--- src/rtl/conv_pkg.sv ---
// Shared constants and encodings for the convolveX window path (feeder and engine).
package conv_pkg;

  localparam int KERNEL_SIZE_DEF = 3;
  localparam int WIN_N           = KERNEL_SIZE_DEF * KERNEL_SIZE_DEF;

  typedef enum logic [1:0] {
    RD_IDLE      = 2'd0,
    RD_START     = 2'd1,
    RD_WAIT_DONE = 2'd2
  } rd_state_e;

  typedef enum logic [1:0] {
    SET_EMPTY = 2'd0,
    SET_FULL  = 2'd1,
    SET_BUSY  = 2'd2
  } set_status_e;

  function automatic int win_pixels(input int k);
    return k * k;
  endfunction

endpackage

--- src/rtl/conv_window_bank.sv ---
// One window bank: DEPTH x DATA_WIDTH register file, synchronous write, asynchronous read.
// Reads at addresses past DEPTH return zero.
module conv_window_bank #(
  parameter int DEPTH      = 9,
  parameter int DATA_WIDTH = 8,
  parameter int ADDR_WIDTH = 4
) (
  input  logic                  i_clk,
  input  logic                  i_we,
  input  logic [ADDR_WIDTH-1:0] i_waddr,
  input  logic [DATA_WIDTH-1:0] i_wdata,
  input  logic [ADDR_WIDTH-1:0] i_raddr,
  output logic [DATA_WIDTH-1:0] o_rdata
);

  logic [DATA_WIDTH-1:0] mem_q [DEPTH];
  logic [DATA_WIDTH-1:0] mem_d [DEPTH];

  always_comb begin
    mem_d = mem_q;
    for (int i = 0; i < DEPTH; i++) begin
      if (i_we && (i_waddr == ADDR_WIDTH'(i))) mem_d[i] = i_wdata;
    end
  end

  // Contents are don't-care after reset, so the storage carries no reset.
  always_ff @(posedge i_clk) begin
    mem_q <= mem_d;
  end

  always_comb begin
    o_rdata = '0;
    for (int i = 0; i < DEPTH; i++) begin
      if (i_raddr == ADDR_WIDTH'(i)) o_rdata = mem_q[i];
    end
  end

endmodule

--- src/rtl/conv_window_feeder.sv ---
// Packs a pixel stream into double-buffered window pairs (sets A/B) and serves
// them to convolveX through a zero-latency address-driven read port.
module conv_window_feeder
  import conv_pkg::*;
#(
  parameter int KERNEL_SIZE     = KERNEL_SIZE_DEF,
  parameter int DATA_WIDTH      = 8,
  parameter int SRAM_ADDR_WIDTH = 4,
  parameter int SRAM_DEPTH      = 16
) (
  input  logic                       i_clk,
  input  logic                       i_rst_n,
  input  logic                       i_pix_valid,
  input  logic [DATA_WIDTH-1:0]      i_pix_data,
  output logic                       o_pix_ready,
  output logic                       o_conv_start,
  input  logic                       i_conv_done,
  input  logic [SRAM_ADDR_WIDTH-1:0] i_window_addr,
  output logic [DATA_WIDTH-1:0]      o_window1_data,
  output logic [DATA_WIDTH-1:0]      o_window2_data,
  output logic [7:0]                 o_pair_count
);

  localparam int N        = win_pixels(KERNEL_SIZE);
  localparam int CW       = $clog2(2 * N);
  localparam int RD_WORDS = (N < SRAM_DEPTH) ? N : SRAM_DEPTH;
  localparam logic [CW-1:0] N_C    = CW'(N);
  localparam logic [CW-1:0] LAST_C = CW'(2 * N - 1);

  logic [CW-1:0] fill_cnt_q, fill_cnt_d;
  logic          fill_set_q, fill_set_d;
  logic          rd_set_q, rd_set_d;
  set_status_e   status_q [2];
  set_status_e   status_d [2];
  rd_state_e     state_q, state_d;
  logic          conv_start_q, conv_start_d;
  logic [7:0]    pair_count_q, pair_count_d;
  logic          done_dly_q, done_dly_d;

  logic                       xfer, in_win2, fill_last, done_event;
  logic [CW-1:0]              word_idx;
  logic [SRAM_ADDR_WIDTH-1:0] wr_addr;
  logic [3:0]                 bank_we;
  logic [DATA_WIDTH-1:0]      bank_rdata [4];

  // Pixel handshake: a pixel moves when i_pix_valid && o_pix_ready at a rising
  // edge; ready depends only on the fill set being EMPTY, never on valid.
  assign o_pix_ready = (status_q[fill_set_q] == SET_EMPTY);
  assign xfer        = i_pix_valid & o_pix_ready;
  assign in_win2     = (fill_cnt_q >= N_C);
  assign fill_last   = (fill_cnt_q == LAST_C);
  assign word_idx    = in_win2 ? (fill_cnt_q - N_C) : fill_cnt_q;
  assign wr_addr     = SRAM_ADDR_WIDTH'(word_idx);
  assign done_event  = i_conv_done & ~done_dly_q;

  // Bank index is {set, window}: 0=A/win1, 1=A/win2, 2=B/win1, 3=B/win2.
  always_comb begin
    bank_we = '0;
    bank_we[{fill_set_q, in_win2}] = xfer;
  end

  for (genvar b = 0; b < 4; b++) begin : g_bank
    conv_window_bank #(
      .DEPTH      (RD_WORDS),
      .DATA_WIDTH (DATA_WIDTH),
      .ADDR_WIDTH (SRAM_ADDR_WIDTH)
    ) u_bank (
      .i_clk   (i_clk),
      .i_we    (bank_we[b]),
      .i_waddr (wr_addr),
      .i_wdata (i_pix_data),
      .i_raddr (i_window_addr),
      .o_rdata (bank_rdata[b])
    );
  end

  assign o_window1_data = bank_rdata[{rd_set_q, 1'b0}];
  assign o_window2_data = bank_rdata[{rd_set_q, 1'b1}];
  assign o_conv_start   = conv_start_q;
  assign o_pair_count   = pair_count_q;

  // Fill completion and release always land on different sets, so both
  // updates to status_d can apply in the same cycle.
  always_comb begin
    fill_cnt_d   = fill_cnt_q;
    fill_set_d   = fill_set_q;
    rd_set_d     = rd_set_q;
    status_d     = status_q;
    state_d      = state_q;
    conv_start_d = 1'b0;
    pair_count_d = pair_count_q;
    done_dly_d   = i_conv_done;

    if (xfer) begin
      if (fill_last) begin
        fill_cnt_d           = '0;
        status_d[fill_set_q] = SET_FULL;
        fill_set_d           = ~fill_set_q;
      end else begin
        fill_cnt_d = fill_cnt_q + CW'(1);
      end
    end

    case (state_q)
      RD_IDLE: begin
        if (status_q[rd_set_q] == SET_FULL) begin
          state_d      = RD_START;
          conv_start_d = 1'b1;
        end
      end
      RD_START: begin
        status_d[rd_set_q] = SET_BUSY;
        state_d            = RD_WAIT_DONE;
      end
      RD_WAIT_DONE: begin
        if (done_event) begin
          status_d[rd_set_q] = SET_EMPTY;
          rd_set_d           = ~rd_set_q;
          pair_count_d       = pair_count_q + 8'd1;
          state_d            = RD_IDLE;
        end
      end
      default: state_d = RD_IDLE;
    endcase
  end

  always_ff @(posedge i_clk or negedge i_rst_n) begin
    if (!i_rst_n) begin
      fill_cnt_q   <= '0;
      fill_set_q   <= 1'b0;
      rd_set_q     <= 1'b0;
      status_q[0]  <= SET_EMPTY;
      status_q[1]  <= SET_EMPTY;
      state_q      <= RD_IDLE;
      conv_start_q <= 1'b0;
      pair_count_q <= 8'd0;
      done_dly_q   <= 1'b0;
    end else begin
      fill_cnt_q   <= fill_cnt_d;
      fill_set_q   <= fill_set_d;
      rd_set_q     <= rd_set_d;
      status_q     <= status_d;
      state_q      <= state_d;
      conv_start_q <= conv_start_d;
      pair_count_q <= pair_count_d;
      done_dly_q   <= done_dly_d;
    end
  end

  a_no_write_busy: assert property (@(posedge i_clk) disable iff (!i_rst_n)
    (|bank_we) |-> (status_q[fill_set_q] != SET_BUSY));

endmodule

--- config.mk ---
export PLATFORM = sky130hd
export DESIGN_NAME = conv_window_feeder
export DESIGN_NICKNAME = d
export VERILOG_FILES = /design/src/rtl/conv_pkg.sv /design/src/rtl/conv_window_bank.sv /design/src/rtl/conv_window_feeder.sv
export SDC_FILE = /design/constraint.sdc
export NUM_CORES = 1
export LEC_CHECK = 0
export CORE_UTILIZATION = 54
export DETAILED_ROUTE_END_ITERATION = 8
export DONT_BUFFER_PORTS = 1
export GPL_TIMING_DRIVEN = 0
export PLACE_DENSITY = 0.69
export SYNTH_ARGS = -nofsm -noshare
export SYNTH_HDL_FRONTEND = slang
export SYNTH_SLANG_ARGS = --single-unit
--- constraint.sdc ---
create_clock -name i_clk -period 7.75 [get_ports i_clk]
set_input_delay 1.1625 -clock i_clk [delete_from_list [all_inputs] [get_ports i_clk]]
set_output_delay 1.1625 -clock i_clk [all_outputs]
set_load 0.03 [all_outputs]
-- Yosys cells after proc, flatten, opt, wreduce, memory -nomap -nowiden
Index checks and enable logic that the tools add are counted.
- register bits: 311
- bits of input ports: 16
- output and inout bits: 26
- word-level logic and storage cells: 208
- $add $sub $neg: 3
- magnitude comparators: 9
- equality and inequality tests: 22
- multiplexer cells: 65
- bitwise gates (word level): 18
- reduce and logical (&&, ||, !) cells: 46
- operators with widths (cell ; count):
    $mux 8 ; 40
    $logic_and 1x1->1 ; 39
    $bmux 8 s2 ; 2
    $eq 4x3->1 const B ; 8
    $mux 2 ; 10
    $eq 4x2->1 const B ; 4
    $mux 4 ; 4
    $add 8x1->8 const B ; 1
    $and 4x4->4 ; 2
    $eq 4x1->1 const B ; 2
    $eq 4x4->1 const B ; 2
    $logic_not 4->1 ; 2
    $pmux 4 s2 ; 1
    $ge 3x3->1 const B ; 2
    $not 2->3 ; 2
    $pmux 2 s3 ; 1
    $reduce_and 2->1 ; 3
    $add 5x1->5 const B ; 1
    $eq 5x5->1 const B ; 1
    $ge 5x4->1 const B ; 1
    $mux 5 ; 1
    $and 2x2->2 ; 2
    $demux 2 s1 ; 2
    $eq 2x1->1 const B ; 2
    other kinds (16) ; 28

-- Depth between registers and ports, before layout
- depth in word-level cells: 13
- depth in mapped cells: 8
- mapped depth without buffers: 7

-- Cells and area by module
Synthesis repeated with hierarchy kept, for this count alone.
- cell total of the unflattened synthesis: 910
- area, all modules: 13541.7 µm²
- modules (own cells, without submodules) (module ; instances ; cells an instance ; area an instance (µm²) ; seq. area each (µm²)):
    conv_window_bank ; 4 ; 190 ; 3019.1 ; 2162.1
    conv_window_feeder ; 1 ; 150 ; 1465.2 ; 575.6

-- Least setup slack after synthesis
OpenSTA, ideal clock, no wires.
- path kind: input port to output port
- start point: input port i_window_addr[1]
- end point: output port o_window2_data[2]
- data arrival time: 2.907 ns
- data required time: 6.588 ns
- path slack: 3.680 ns
- cell stages on the path: 6
- buffers on the path: 2
- cells stage by stage: buf_4 -> or3_4 -> buf_2 -> o221ai_2 -> a21oi_1 -> o32ai_1
- longest elaborated chain between the ends: 13
- elaborated cells on any way between the ends: 48
- those cells by class: eq/ne: 8; mux: 39; reduce/logical: 1
- ends and longest elaborated chain (element ; RTL line ; RTL):
    start, declared ; conv_window_feeder.sv:18 ; input logic [SRAM_ADDR_WIDTH-1:0] i_window_addr,
    $logic_not 4->1 ; conv_window_bank.sv:34 ; if (i_raddr == ADDR_WIDTH'(i)) o_rdata = mem_q[i];
    $mux 8 (9 in a row) ; conv_window_bank.sv:34 ;
    $bmux 8 s2 * ; conv_window_feeder.sv:78 ; assign o_window2_data = bank_rdata[{rd_set_q, 1'b1}];
    $mux 8 (implied by the code) * (2 in a row) ; conv_window_feeder.sv:78 ;
    end, declared ; conv_window_feeder.sv:20 ; output logic [DATA_WIDTH-1:0] o_window2_data,
Mark *: on every way between the ends. The rest lies on a longest branch, timed or not. The select of a mux whose other input is x is not followed.

-- Worst setup path after layout
- start point: input port i_window_addr[1]
- end point: output port o_window1_data[2]
- longest elaborated chain between the ends: 13
- elaborated cells on any way between the ends: 48
- those cells by class: eq/ne: 8; mux: 39; reduce/logical: 1
- ends and longest elaborated chain (element ; RTL line ; RTL):
    $logic_not 4->1 ; conv_window_bank.sv:34 ;
    $mux 8 (9 in a row) ; conv_window_bank.sv:34 ;
    $bmux 8 s2 * ; conv_window_feeder.sv:77 ; assign o_window1_data = bank_rdata[{rd_set_q, 1'b0}];
    $mux 8 (implied by the code) * (2 in a row) ; conv_window_feeder.sv:77 ;
    end, declared ; conv_window_feeder.sv:19 ; output logic [DATA_WIDTH-1:0] o_window1_data,
Marked as above.

==> parameters.txt <==
Parameter                              Value

Status
  Outcome    completed

Synth
  List of most frequent post-synthesis cells    288 x sky130_fd_sc_hd__edfxtp_1, 78 x sky130_fd_sc_hd__o21ai_0, 77 x sky130_fd_sc_hd__mux2i_1
  Top flip-flop cell by instance count after synthesis    sky130_fd_sc_hd__edfxtp_1
  Net Count, Synth    924
  Cell taking the most area after synthesis    sky130_fd_sc_hd__edfxtp_1
  Share of synthesized area occupied by flip-flops and latches    between 70% and 80%
  Synthesis-stage register bit count    around 310
  Number of distinct library cells after synthesis    59
  Yosys warning total    0
  Library cell with the highest instance count after synthesis    sky130_fd_sc_hd__edfxtp_1
  Gate count after technology mapping    about 900
  Leading post-synthesis cells by cell area    sky130_fd_sc_hd__edfxtp_1 66%, sky130_fd_sc_hd__mux2i_1 5.9%, sky130_fd_sc_hd__dfrtp_1 4.4%, sky130_fd_sc_hd__o21ai_0 3.0%, sky130_fd_sc_hd__nor2_1 2.2%
  Count of flip-flops with a built-in enable after synthesis    between 200 and 300
  Portion of synthesized cell area occupied by the leading cell type    66.2%
  Proportion of register bits with asynchronous set or reset after synthesis    roughly 7.4%
  Per-instance average area after synthesis    14.5 um2
  Cell area after synthesis    0.0131 mm2

Route
  Final ANT Viol Nets    0
  First-pass iteration count of the detailed router    5
  Starting DRC count in detailed routing    1055
  Vias    8055
  DR vias/cell    6.29
  Number of remaining DRC errors    0
  Average wire length per cell after detail routing    ~26 um
  Final WL    33500 um

STA
  Max-Slew Margin vs Limit    6.22%
  Final worst path period need    just under 5 ns
  Setup tns final    0 ns
  Max Clock Freq    0.207 GHz
  Final setup violation count    0
  Slew at the pin closest to its max-slew limit    1.40 ns
  Hold Violations, Final    0
  Setup repair after global routing missed its margin    no
  Worst clock skew    roughly 0.0092 ns
  Slew Viols, Final    0
  Final clock period utilization by the worst path    62.4%

Setup path
  Kind of capture point of the worst setup path    output pin
  R2R Path Start    fill_cnt_q[0]$_DFFE_PN0N_
  R2R Setup Slk    roughly 4.5 ns
  Req. time, crit path    approximately 6.6 ns
  Depth of the worst register-to-register path    8
  Start point of the critical path    i_window_addr[1]
  Highest net fanout along the worst path    10
  Worst setup path end    o_window1_data[2]
  Signal arrival time at the worst endpoint    3.67 ns
  Nature of the critical path startpoint    input port
  Endpoint of the lowest-slack register-to-register path    g_bank[2].u_bank.mem_q[9]$_DFFE_PP_
  Classification of the worst setup path    in -> out

GRT
  Global-route wire length before repair    just under 50000 um
  Aggregate global routing overflow    0
  Antenna violations before repair    0
  Pin count of the biggest net entering global routing    37
  Global routing usage summed across all routing layers    28.0%
  Number of global-route vias before repair    7736

CTS
  Clock Path Buffers    3
  Clock-pin slew of the registers on the worst-case setup and hold paths    around 0.060 ns
  Number of hold-repair buffers added at the cts stage    0
  Number of buffers added by the clock tree synthesis step    34
  Clock tree from TritonCTS    built
  Clock H-tree levels    2
  Resize count post-CTS    0
  Number of clock sinks    311
  CTS Root Buffer Type    sky130_fd_sc_hd__clkbuf_16
  Number of buffers added for setup after CTS    0
  Clock latency on the worst-skew pair    0.51 ns

Power
  Static leakage    4.85 nW
  Clock group share of total power    roughly 43%
  Internal power contribution    2.76 mW
  Sw Share    roughly a fifth
  Power spent charging and discharging nets    0.746 mW
  Power share of the sequential group    52.4%
  Combinational fraction of design power    about 4.9%
  Max VDD drop    0.123 mV
  Power Dens Cells    242 mW/mm2

Placed design
  Half-perimeter wire length after placement    21700 um
  Final weighted congestion in routability-driven placement    0.974
  Count of input and output buffers    0
  Placed instance count    1220

Floorplanning
  Die X-Extent    157 um
  Number of placed I/O pins    42
  Area of the core    ~0.024 mm2
  Starting density of the core    55.3%
  Vert. Die Dim    157 um
  Cell Rows    between 50 and 60
  Total die area    about 0.025 mm2

Job
  Max_cap viols    0

Finish
  Share of post-route cells with drive strength above 1    between 10% and 20%
  Area growth, synth to finish    10.9%
  Final cell count without fillers    roughly 1300
  Antenna fix cells    0
  # nets final    960

Worst hold path
  Worst hold-check path type    in -> async
## routing by layer
layer / vias up / global-route usage [%] / routed length, um
met5: - / 0 / 0
met4: 0 / 10.4 / 1090
met3: 70 / 5.92 / 3450
met2: 476 / 43.0 / 15100
met1: 3937 / 39.4 / 13900
li1: 3572 / - / -
## power by group through the flow
stage	Clock, mW	Combinational (mW)	Sequential [mW]
3_3_place_gp	0	0.165	1.87
4_1_cts	1.50	0.167	1.84
5_1_grt	1.57	0.178	1.83
2_1_floorplan	0	0.115	1.87
6_report	1.49	0.171	1.84
3_5_place_dp	0	0.166	1.87
## placed cells by master, fill, tap and decap left out, drive strengths merged, types with 2 or more instances in the layout
cell     synthesis  routed
mux2i           77      77
nand2b          15      15
and2             2       2
a21o             3       3
o31ai            6       6
dfrtp           23      23
o21ai           78      78
nor2b            5       5
a21oi           38      38
buf             33      33
a2bb2oi          5       5
o221ai          27      27
ha               7       7
mux2            12      12
edfxtp         288     288
or2              3       3
nor3            12      12
nor2            75      75
and4bb           2       2
xnor2            9       9
nor3b            4       4
o21a             2       2
clkinv           0       9
a31oi            2       2
o41ai            2       2
o22a             3       3
o32ai           23      23
a211oi           4       4
a2111o           2       2
o2bb2ai          6       6
and3             2       2
nand3            4       4
nand2           54      54
nand4            3       3
nor4             6       6
inv             18      19
clkbuf          21      71
o22ai           10      10
or3              3       3
## metrics by stage
stage	setup slack (ns)	util [%]	cell area (um2)	hold slack (ns)	power, mW
after global routing	2.88	61.3	14500	0.334	3.58
final	2.92	61.3	14500	0.344	3.50
after global placement	3.02	57.0	13500	0.531	2.04
after CTS	2.97	61.3	14500	0.336	3.51
after detailed placement	3.00	57.0	13500	0.550	2.04
after floorplan	3.68	-	13100	0.495	1.99
## registers in the layout, indices dropped and copies added (netlist names)
register,flops
done_dly_q,1
o_pair_count,8
status_q,4
o_conv_start,1
rd_set_q,1
fill_cnt_q,5
state_q,2
fill_set_q,1
g_bank.u_bank.mem_q,288
## cells by family (layout without fill, tap and decap cells)
| family | Yosys count | in the layout | share of synthesized area, % |
|---|---|---|---|
| xor+xnor | 9 | 9 | 0.604 |
| simple gates | 195 | 195 | 7.07 |
| compound gates | 218 | 218 | 11.3 |
| buf+inv | 72 | 132 | 2.72 |
| flops | 311 | 311 | 70.7 |
| fa+ha+maj | 7 | 7 | 0.671 |
| mux | 89 | 89 | 6.94 |
## worst max-delay path, stage by stage
cell	delay, ns
sky130_fd_sc_hd__buf_4	0.14
sky130_fd_sc_hd__buf_4	0.19
sky130_fd_sc_hd__nor3b_2	0.45
sky130_fd_sc_hd__a2bb2oi_1	0.13
sky130_fd_sc_hd__o221ai_1	0.37
sky130_fd_sc_hd__a21oi_1	0.27
sky130_fd_sc_hd__o32ai_1	0.95
## worst min path at each step
stage | from | to | cells past startpoint
finish | i_rst_n | state_q[1]$_DFFE_PN0P_ | 0
global placement | status_q[2]$_DFF_PN0_ | fill_set_q$_DFFE_PN0P_ | 1
CTS | i_rst_n | o_pair_count[4]$_DFFE_PN0P_ | 0
detailed placement | status_q[2]$_DFF_PN0_ | fill_set_q$_DFFE_PN0P_ | 1
global route | i_rst_n | o_pair_count[4]$_DFFE_PN0P_ | 0
floorplan | status_q[2]$_DFF_PN0_ | fill_set_q$_DFFE_PN0P_ | 1
## layout make-up
cell class | instances | area, um2
flip-flops and latches | 311 | 9220
clock buffers | 50 | 973
multi-input cells | 518 | 3480
well taps | 319 | 399
fillers | 1795 | 9140
plain buffers | 54 | 288
inverters | 18 | 67.6
clock inverters | 10 | 47.5
(Power assumes the default switching activity.)
